File: src/rtl/ddr_burst_sched_pkg.sv
// Shared definitions for the DDR burst scheduler: scheduler state encoding
// and the width of the DDR controller burst-length field.
package ddr_burst_sched_pkg;

    localparam int BLEN_W = 10;

    typedef enum logic [2:0] {
        ST_INIT = 3'd0,
        ST_IDLE = 3'd1,
        ST_WR   = 3'd2,
        ST_RD   = 3'd3,
        ST_GAP  = 3'd4,
        ST_ERR  = 3'd5
    } sched_state_e;

endpackage

File: src/rtl/ddr_sched_ring_ptr.sv
// Ring-buffer word offset. Advances by BURST_LEN on adv_i and wraps to 0
// when it reaches REGION_WORDS.
// Ports:
//   clk_i  - clock
//   rst_i  - synchronous active-high reset, clears the offset
//   adv_i  - advance by one burst
//   off_o  - current offset from the ring base
module ddr_sched_ring_ptr #(
    parameter int BURST_LEN    = 64,
    parameter int REGION_WORDS = 1 << 20,
    parameter int OFF_W        = 25
) (
    input  logic             clk_i,
    input  logic             rst_i,
    input  logic             adv_i,
    output logic [OFF_W-1:0] off_o
);

    localparam int SUM_W = OFF_W + 1;

    logic [OFF_W-1:0] off_q, off_d;
    logic [SUM_W-1:0] sum;

    // One extra bit so a ring that spans the whole address space still
    // detects the wrap.
    always_comb begin
        sum   = {1'b0, off_q} + SUM_W'(BURST_LEN);
        off_d = off_q;
        if (adv_i) begin
            off_d = (sum >= SUM_W'(REGION_WORDS)) ? '0 : sum[OFF_W-1:0];
        end
    end

    always_ff @(posedge clk_i) begin
        if (rst_i) begin
            off_q <= '0;
        end else begin
            off_q <= off_d;
        end
    end

    assign off_o = off_q;

endmodule

File: src/rtl/ddr_burst_sched.sv
// Burst scheduler sharing the DDR burst interface between the AD FIFO
// (writes into the ring) and the wavelet FIFO (reads out of the ring).
// Fixed-length bursts, round-robin on ties, request held until finish.
// Optional finish watchdog: define DDR_BURST_SCHED_TIMEOUT_EN.
// Ports:
//   mem_clk, rst              - clock, synchronous active-high reset
//   local_init_done, enable   - calibration done, permit new bursts
//   ad_fifo_level             - words available in the AD FIFO
//   wav_fifo_level            - words used in the wavelet FIFO
//   wr_burst_* / rd_burst_*   - DDR controller burst request/finish
//   ddr_level                 - words stored in the ring
//   busy, timeout_err         - burst in flight, sticky watchdog flag
//   state_out                 - current state encoding
//
// state | meaning
// INIT  | waiting for DDR calibration
// IDLE  | sampling eligibility, arbitrating
// WR    | write burst requested, waiting for finish
// RD    | read burst requested, waiting for finish
// GAP   | one settle cycle for FIFO levels after a burst
// ERR   | watchdog expired, held until reset
module ddr_burst_sched
    import ddr_burst_sched_pkg::*;
#(
    parameter int DATA_WIDTH     = 32,
    parameter int ADDR_WIDTH     = 25,
    parameter int BURST_LEN      = 64,
    parameter int BASE_ADDR      = 0,
    parameter int REGION_WORDS   = 1 << 20,
    parameter int FIFO_LVL_W     = 10,
    parameter int WAV_FIFO_DEPTH = 512,
    parameter int TIMEOUT_CYCLES = 4096
) (
    input  logic                  mem_clk,
    input  logic                  rst,
    input  logic                  local_init_done,
    input  logic                  enable,
    input  logic [FIFO_LVL_W-1:0] ad_fifo_level,
    input  logic [FIFO_LVL_W-1:0] wav_fifo_level,
    output logic                  wr_burst_req,
    output logic [BLEN_W-1:0]     wr_burst_len,
    output logic [ADDR_WIDTH-1:0] wr_burst_addr,
    input  logic                  wr_burst_finish,
    output logic                  rd_burst_req,
    output logic [BLEN_W-1:0]     rd_burst_len,
    output logic [ADDR_WIDTH-1:0] rd_burst_addr,
    input  logic                  rd_burst_finish,
    output logic [ADDR_WIDTH:0]   ddr_level,
    output logic                  busy,
    output logic                  timeout_err,
    output logic [2:0]            state_out
);

    localparam int LVL_W = ADDR_WIDTH + 1;
    localparam logic [LVL_W-1:0]      LVL_BURST  = LVL_W'(BURST_LEN);
    localparam logic [LVL_W-1:0]      LVL_WR_MAX = LVL_W'(REGION_WORDS - BURST_LEN);
    localparam logic [FIFO_LVL_W-1:0] AD_MIN     = FIFO_LVL_W'(BURST_LEN);
    localparam logic [FIFO_LVL_W-1:0] WAV_MAX    = FIFO_LVL_W'(WAV_FIFO_DEPTH - BURST_LEN);
    localparam logic [ADDR_WIDTH-1:0] BASE       = ADDR_WIDTH'(BASE_ADDR);

    if (DATA_WIDTH < 1 || BURST_LEN < 1 || BURST_LEN > 1023 ||
        (REGION_WORDS % BURST_LEN) != 0 || TIMEOUT_CYCLES < 1) begin : g_bad_cfg
        $error("ddr_burst_sched: illegal parameter set");
    end

    sched_state_e          state_q, state_d;
    logic                  wr_req_q, wr_req_d, rd_req_q, rd_req_d;
    logic [ADDR_WIDTH-1:0] wr_addr_q, wr_addr_d, rd_addr_q, rd_addr_d;
    logic [LVL_W-1:0]      level_q, level_d;
    logic                  last_rd_q, last_rd_d;
    logic                  busy_q;
    logic                  wr_adv, rd_adv, wr_ok, rd_ok;
    logic [ADDR_WIDTH-1:0] wr_off, rd_off;

`ifdef DDR_BURST_SCHED_TIMEOUT_EN
    localparam int TMO_W = $clog2(TIMEOUT_CYCLES + 1);
    localparam logic [TMO_W-1:0] TMO_LOAD = TMO_W'(TIMEOUT_CYCLES - 1);
    logic [TMO_W-1:0] tmo_q, tmo_d;
    logic             err_q, err_d;
`endif

    ddr_sched_ring_ptr #(
        .BURST_LEN(BURST_LEN), .REGION_WORDS(REGION_WORDS), .OFF_W(ADDR_WIDTH)
    ) u_wr_ptr (
        .clk_i(mem_clk), .rst_i(rst), .adv_i(wr_adv), .off_o(wr_off)
    );

    ddr_sched_ring_ptr #(
        .BURST_LEN(BURST_LEN), .REGION_WORDS(REGION_WORDS), .OFF_W(ADDR_WIDTH)
    ) u_rd_ptr (
        .clk_i(mem_clk), .rst_i(rst), .adv_i(rd_adv), .off_o(rd_off)
    );

    // Level bounds in the eligibility terms keep ddr_level inside [0, REGION_WORDS].
    assign wr_ok = (ad_fifo_level >= AD_MIN) && (level_q <= LVL_WR_MAX);
    assign rd_ok = (level_q >= LVL_BURST) && (wav_fifo_level <= WAV_MAX);

    always_comb begin
        state_d   = state_q;
        wr_req_d  = wr_req_q;
        rd_req_d  = rd_req_q;
        wr_addr_d = wr_addr_q;
        rd_addr_d = rd_addr_q;
        level_d   = level_q;
        last_rd_d = last_rd_q;
        wr_adv    = 1'b0;
        rd_adv    = 1'b0;
`ifdef DDR_BURST_SCHED_TIMEOUT_EN
        tmo_d     = tmo_q;
        err_d     = err_q;
`endif
        case (state_q)
            ST_INIT: begin
                if (local_init_done) state_d = ST_IDLE;
            end
            ST_IDLE: begin
                // On a tie the side that did not go last wins.
                if (enable && wr_ok && (!rd_ok || last_rd_q)) begin
                    state_d   = ST_WR;
                    wr_req_d  = 1'b1;
                    wr_addr_d = BASE + wr_off;
`ifdef DDR_BURST_SCHED_TIMEOUT_EN
                    tmo_d     = TMO_LOAD;
`endif
                end else if (enable && rd_ok) begin
                    state_d   = ST_RD;
                    rd_req_d  = 1'b1;
                    rd_addr_d = BASE + rd_off;
`ifdef DDR_BURST_SCHED_TIMEOUT_EN
                    tmo_d     = TMO_LOAD;
`endif
                end
            end
            ST_WR: begin
                if (wr_burst_finish) begin
                    wr_req_d  = 1'b0;
                    wr_adv    = 1'b1;
                    level_d   = level_q + LVL_BURST;
                    last_rd_d = 1'b0;
                    state_d   = ST_GAP;
                end
`ifdef DDR_BURST_SCHED_TIMEOUT_EN
                else if (tmo_q == '0) begin
                    wr_req_d = 1'b0;
                    err_d    = 1'b1;
                    state_d  = ST_ERR;
                end else begin
                    tmo_d = tmo_q - 1'b1;
                end
`endif
            end
            ST_RD: begin
                if (rd_burst_finish) begin
                    rd_req_d  = 1'b0;
                    rd_adv    = 1'b1;
                    level_d   = level_q - LVL_BURST;
                    last_rd_d = 1'b1;
                    state_d   = ST_GAP;
                end
`ifdef DDR_BURST_SCHED_TIMEOUT_EN
                else if (tmo_q == '0) begin
                    rd_req_d = 1'b0;
                    err_d    = 1'b1;
                    state_d  = ST_ERR;
                end else begin
                    tmo_d = tmo_q - 1'b1;
                end
`endif
            end
            ST_GAP:  state_d = ST_IDLE;
            ST_ERR:  state_d = ST_ERR;
            default: state_d = ST_INIT;
        endcase
    end

    always_ff @(posedge mem_clk) begin
        if (rst) begin
            state_q   <= ST_INIT;
            wr_req_q  <= 1'b0;
            rd_req_q  <= 1'b0;
            wr_addr_q <= BASE;
            rd_addr_q <= BASE;
            level_q   <= '0;
            last_rd_q <= 1'b1;
            busy_q    <= 1'b0;
        end else begin
            state_q   <= state_d;
            wr_req_q  <= wr_req_d;
            rd_req_q  <= rd_req_d;
            wr_addr_q <= wr_addr_d;
            rd_addr_q <= rd_addr_d;
            level_q   <= level_d;
            last_rd_q <= last_rd_d;
            busy_q    <= (state_d == ST_WR) || (state_d == ST_RD);
        end
    end

`ifdef DDR_BURST_SCHED_TIMEOUT_EN
    always_ff @(posedge mem_clk) begin
        if (rst) begin
            tmo_q <= '0;
            err_q <= 1'b0;
        end else begin
            tmo_q <= tmo_d;
            err_q <= err_d;
        end
    end
    assign timeout_err = err_q;
`else
    assign timeout_err = 1'b0;
`endif

    assign wr_burst_req  = wr_req_q;
    assign rd_burst_req  = rd_req_q;
    assign wr_burst_addr = wr_addr_q;
    assign rd_burst_addr = rd_addr_q;
    assign wr_burst_len  = BLEN_W'(BURST_LEN);
    assign rd_burst_len  = BLEN_W'(BURST_LEN);
    assign ddr_level     = level_q;
    assign busy          = busy_q;
    assign state_out     = state_q;

endmodule

File: config.mk
export PLATFORM = sky130hd
export DESIGN_NAME = ddr_burst_sched
export DESIGN_NICKNAME = d
export VERILOG_FILES = /design/src/rtl/ddr_burst_sched_pkg.sv /design/src/rtl/ddr_sched_ring_ptr.sv /design/src/rtl/ddr_burst_sched.sv
export SDC_FILE = /design/constraint.sdc
export NUM_CORES = 1
export LEC_CHECK = 0
export ABC_CLOCK_PERIOD_IN_PS = 5200
export CORE_MARGIN = 2
export CORE_UTILIZATION = 60
export CTS_BUF_LIST = sky130_fd_sc_hd__clkbuf_8
export DETAILED_ROUTE_END_ITERATION = 16
export DONT_BUFFER_PORTS = 1
export GPL_TIMING_DRIVEN = 0
export PLACE_DENSITY = 0.81
export SETUP_SLACK_MARGIN = 0.2
export SYNTH_ARGS = -nofsm -noshare
export SYNTH_HDL_FRONTEND = slang
export SYNTH_HIERARCHICAL = 1
export SYNTH_SLANG_ARGS = --single-unit
File: constraint.sdc
create_clock -name mem_clk -period 5.2 [get_ports mem_clk]
set_input_delay 0 -clock mem_clk [delete_from_list [all_inputs] [get_ports mem_clk]]
set_output_delay 0 -clock mem_clk [all_outputs]
set_load 0.03 [all_outputs]
==> results.md <==
* GP Congestion at 0.921
* Final wirelength at 13.6 mm
* Count leader, synth: dfxtp_1
* Max Freq at 0.294 GHz
* Wire per inst at 15.3 um
* Buf+Inv Stages, Crit Path at 3
* Crit Path Class: register to register
* Post-synth top cells: 115 x dfxtp_1, 103 x nand2b_1, 55 x mux2i_1
* Seq/Total Area, Yosys at 0.375
* Number of H-tree levels at 4
* Clock Skew at 0.00881 ns
* Design area at 6840 um2
* Worst-Margin Slew at 0.630 ns
* Post_cts resized at 0
* Critical path capture point type: register
* Startpoint of the worst register-to-register path: state_out[1]
* DP HPWL at 9.75 mm
* VDD IR-drop max at 0.186 mV
* Area Overhead vs Synth at 11.5%
* Initial core utilization at 0.622
* Die height at 105 um
* Post-synth EDFFs at 0
* DRT Pass-1 Iters at 4
* Clock root cell: clkbuf_8
* Crit path largest cell delay at 0.51 ns
* CTS Buf Count at 17
* CP arrival at 3.73 ns
* Avg Inst Size Synth at 8.98 um2
* Pins Over Slew Limit at 0
* Die Span X at 105 um
* Synth Flop Type: dfxtp_1
* Area leader, netlist: dfxtp_1
* Drc violations at 0
* Clock tree sinks at 115
* # nets final at 772
* IO buf count at 0
* Clock Latency Late Sink at 0.44 ns
* Initial antenna violation count at 0
* DRT iter0 DRCs at 198
* Avg Vias per Cell at 5.43
* Max FO, Critical Path at 10
* RSZ-0062 raised after global routing: false
* CTS tree: built
* Tmin final at 3.41 ns
* Worst path slowest cell: dfxtp_1
* Worst-path clk slew at 0.06 ns
* Number of global-route vias before repair at 4773
* Crit path max-delay family: simple AND/OR/NAND/NOR gates
* Hold Fails Final Rpt at 0
* Cell Pwr Density at 266 nW/um2
* Die ar. at 11100 um2
* Largest net degree at the start of global routing at 17
* Diodes inserted at 0
* Worst EP required at 5.52 ns
* Cells after Synth at 683
* Top-area cell type share of the netlist area at 0.375
* Slew HR at 0.576
* Cell variety after synth at 61
* Yosys warnings at 6
* Final period utilization at 0.655
* Hold_sp: wav_fifo_level[9]
* Ys async rst share at 0
* Setup_tns at 0 ns
* First-pass GRT wire length at 22.7 mm
* Synthesis-stage register bit count at 115
* Worst Setup SP: state_out[1]
* Total gr overflow at 0
* Leak at 2.47 nW
* Cell Chain, Critical Path: clkbuf_1, and3b_1, clkbuf_1, and2_1, clkbuf_1, nand3_1, nor4_1, nand4_1, xor2_1, nor2_1
* Rows at 36
* Layout cells sized above 1 at 0.154
* Startpoint types: register
* Synth top area cells: dfxtp_1 38%, nand2b_1 11%, mux2i_1 9.0%, buf_4 4.8%, xor2_1 4.1%
* CORE AREA at 9860 um2
* Setup violators final at 0
* MaxCap Viol Count at 0
* Netlist Area Pre-Place at 6140 um2
* I/O pin count at 129
* Status: finished clean
* Worst hold path class: input pin to register
* DP Area at 6430 um2
* CP dominant cell by count: clkbuf_1
* Via count at 4803
* DRT antenna net count at 0
* Max clock buf depth at 2
* Total GRT Usage at 0.254
[path summary, 6_finish.rpt]
path / to / slack [ns] / depth (start not counted)
max: u_rd_ptr/off_o[19] / 1.79 / 10
min: state_out[0] / 0.05 / 4
max reg2reg: u_rd_ptr/off_o[19] / 1.79 / 10
min reg2reg: wr_burst_addr[24] / 0.50 / 2
[worst reg2reg max path: stages (launching register included)]
cell and delay, ns:
dfxtp_1 0.51, clkbuf_1 0.35, and3b_1 0.29, clkbuf_1 0.39
and2_1 0.22, clkbuf_1 0.43, nand3_1 0.24, nor4_1 0.46
nand4_1 0.17, xor2_1 0.18, nor2_1 0.06
[sequential cells by signal (all words and copies together) (netlist names)]
signal and flops:
rd_burst_addr 25, wr_burst_addr 25, ddr_level 20, u_rd_ptr/off_o 19, u_wr_ptr/off_o 19, state_out 3, busy 1, last_rd_q 1
rd_burst_req 1, wr_burst_req 1
[cells in the final DEF (no fill, tap or decap), types with 3 or more instances in the layout]
master,synthesis,final
a21oi_1,17,17
and2_1,7,7
and3_1,9,9
buf_4,39,39
buf_6,7,7
clkbuf_1,24,24
clkbuf_8,0,25
clkinv_2,0,4
conb_1,4,39
dfxtp_1,115,115
dlygate4sd3_1,0,4
ha_1,5,5
inv_1,6,7
mux2i_1,55,55
nand2_1,26,26
nand2b_1,103,103
nand3_1,21,21
nand3b_1,3,3
nand4_1,19,19
nor2_1,44,44
nor2_2,20,20
nor2b_1,3,3
nor3_1,12,12
nor3b_1,3,3
nor4_1,19,19
o211ai_1,3,3
o21ai_0,13,13
o31ai_1,4,4
or3_1,12,12
or4_1,5,5
or4_4,3,3
xnor2_1,14,14
xor2_1,29,29
[layer usage]
layer | vias up | GRT usage | part of all wire
li1 | 2377 | - | -
met1 | 2241 | 0.300 | 0.42
met2 | 165 | 0.424 | 0.48
met3 | 20 | 0.0880 | 0.080
met4 | 0 | 0.0971 | 0.017
met5 | - | 0 | 0
[kinds of logic (layout without fill, tap and decap cells)]
kind of cell / Yosys count / in the layout / synth area share
muxes: 56 / 56 / 0.0916
other: 4 / 39 / 0.00245
and+or+nand+nor: 324 / 324 / 0.309
DFF: 115 / 115 / 0.375
AOI/OAI and AO/OA: 55 / 55 / 0.0628
buffers and inverters: 81 / 115 / 0.0875
adders and majority gates: 5 / 5 / 0.0102
xor gates and xnor gates: 43 / 43 / 0.0614
[metrics by stage]
| stage | utilization | setup slack, ns | hold WS [ns] | power [W] | cells |
|---|---|---|---|---|---|
| floorplan | - | 2.58 | 0.217 | 0.00105 | 718 |
| global placement | 0.652 | 2.03 | 0.225 | 0.00107 | 851 |
| detailed placement | 0.652 | 1.90 | 0.226 | 0.00107 | 851 |
| CTS | 0.694 | 1.88 | 0.0348 | 0.00183 | 885 |
| global route | 0.694 | 1.52 | 0.0505 | 0.00188 | 885 |
| finish | 0.694 | 1.79 | 0.0544 | 0.00182 | 885 |
[area by class of cell]
| type | instances | area [um2] |
|---|---|---|
| fillers | 786 | 3020 |
| well taps | 133 | 166 |
| plain buffers | 75 | 514 |
| repair buffers | 4 | 40.0 |
| inverters | 6 | 22.5 |
| multi-input cells | 522 | 3430 |
| clock inverters | 5 | 23.8 |
| clock buffers | 25 | 344 |
| flip-flops and latches | 115 | 2300 |
[what timing repair did]
action / CTS / global route
hold endpoints to repair: 21 / 0
endpoints found under the setup margin: 0 / 0
hold buffers: 4 / 0
setup buffers: 0 / 0
[power breakdown]
part	leakage, nW	switching, W	internal, W
logic	1.35	0.0000856	0.0000658
registers	0.927	0.0000188	0.000888
clock network	0.201	0.000340	0.000421
Power figures use the tool's default switching activity.
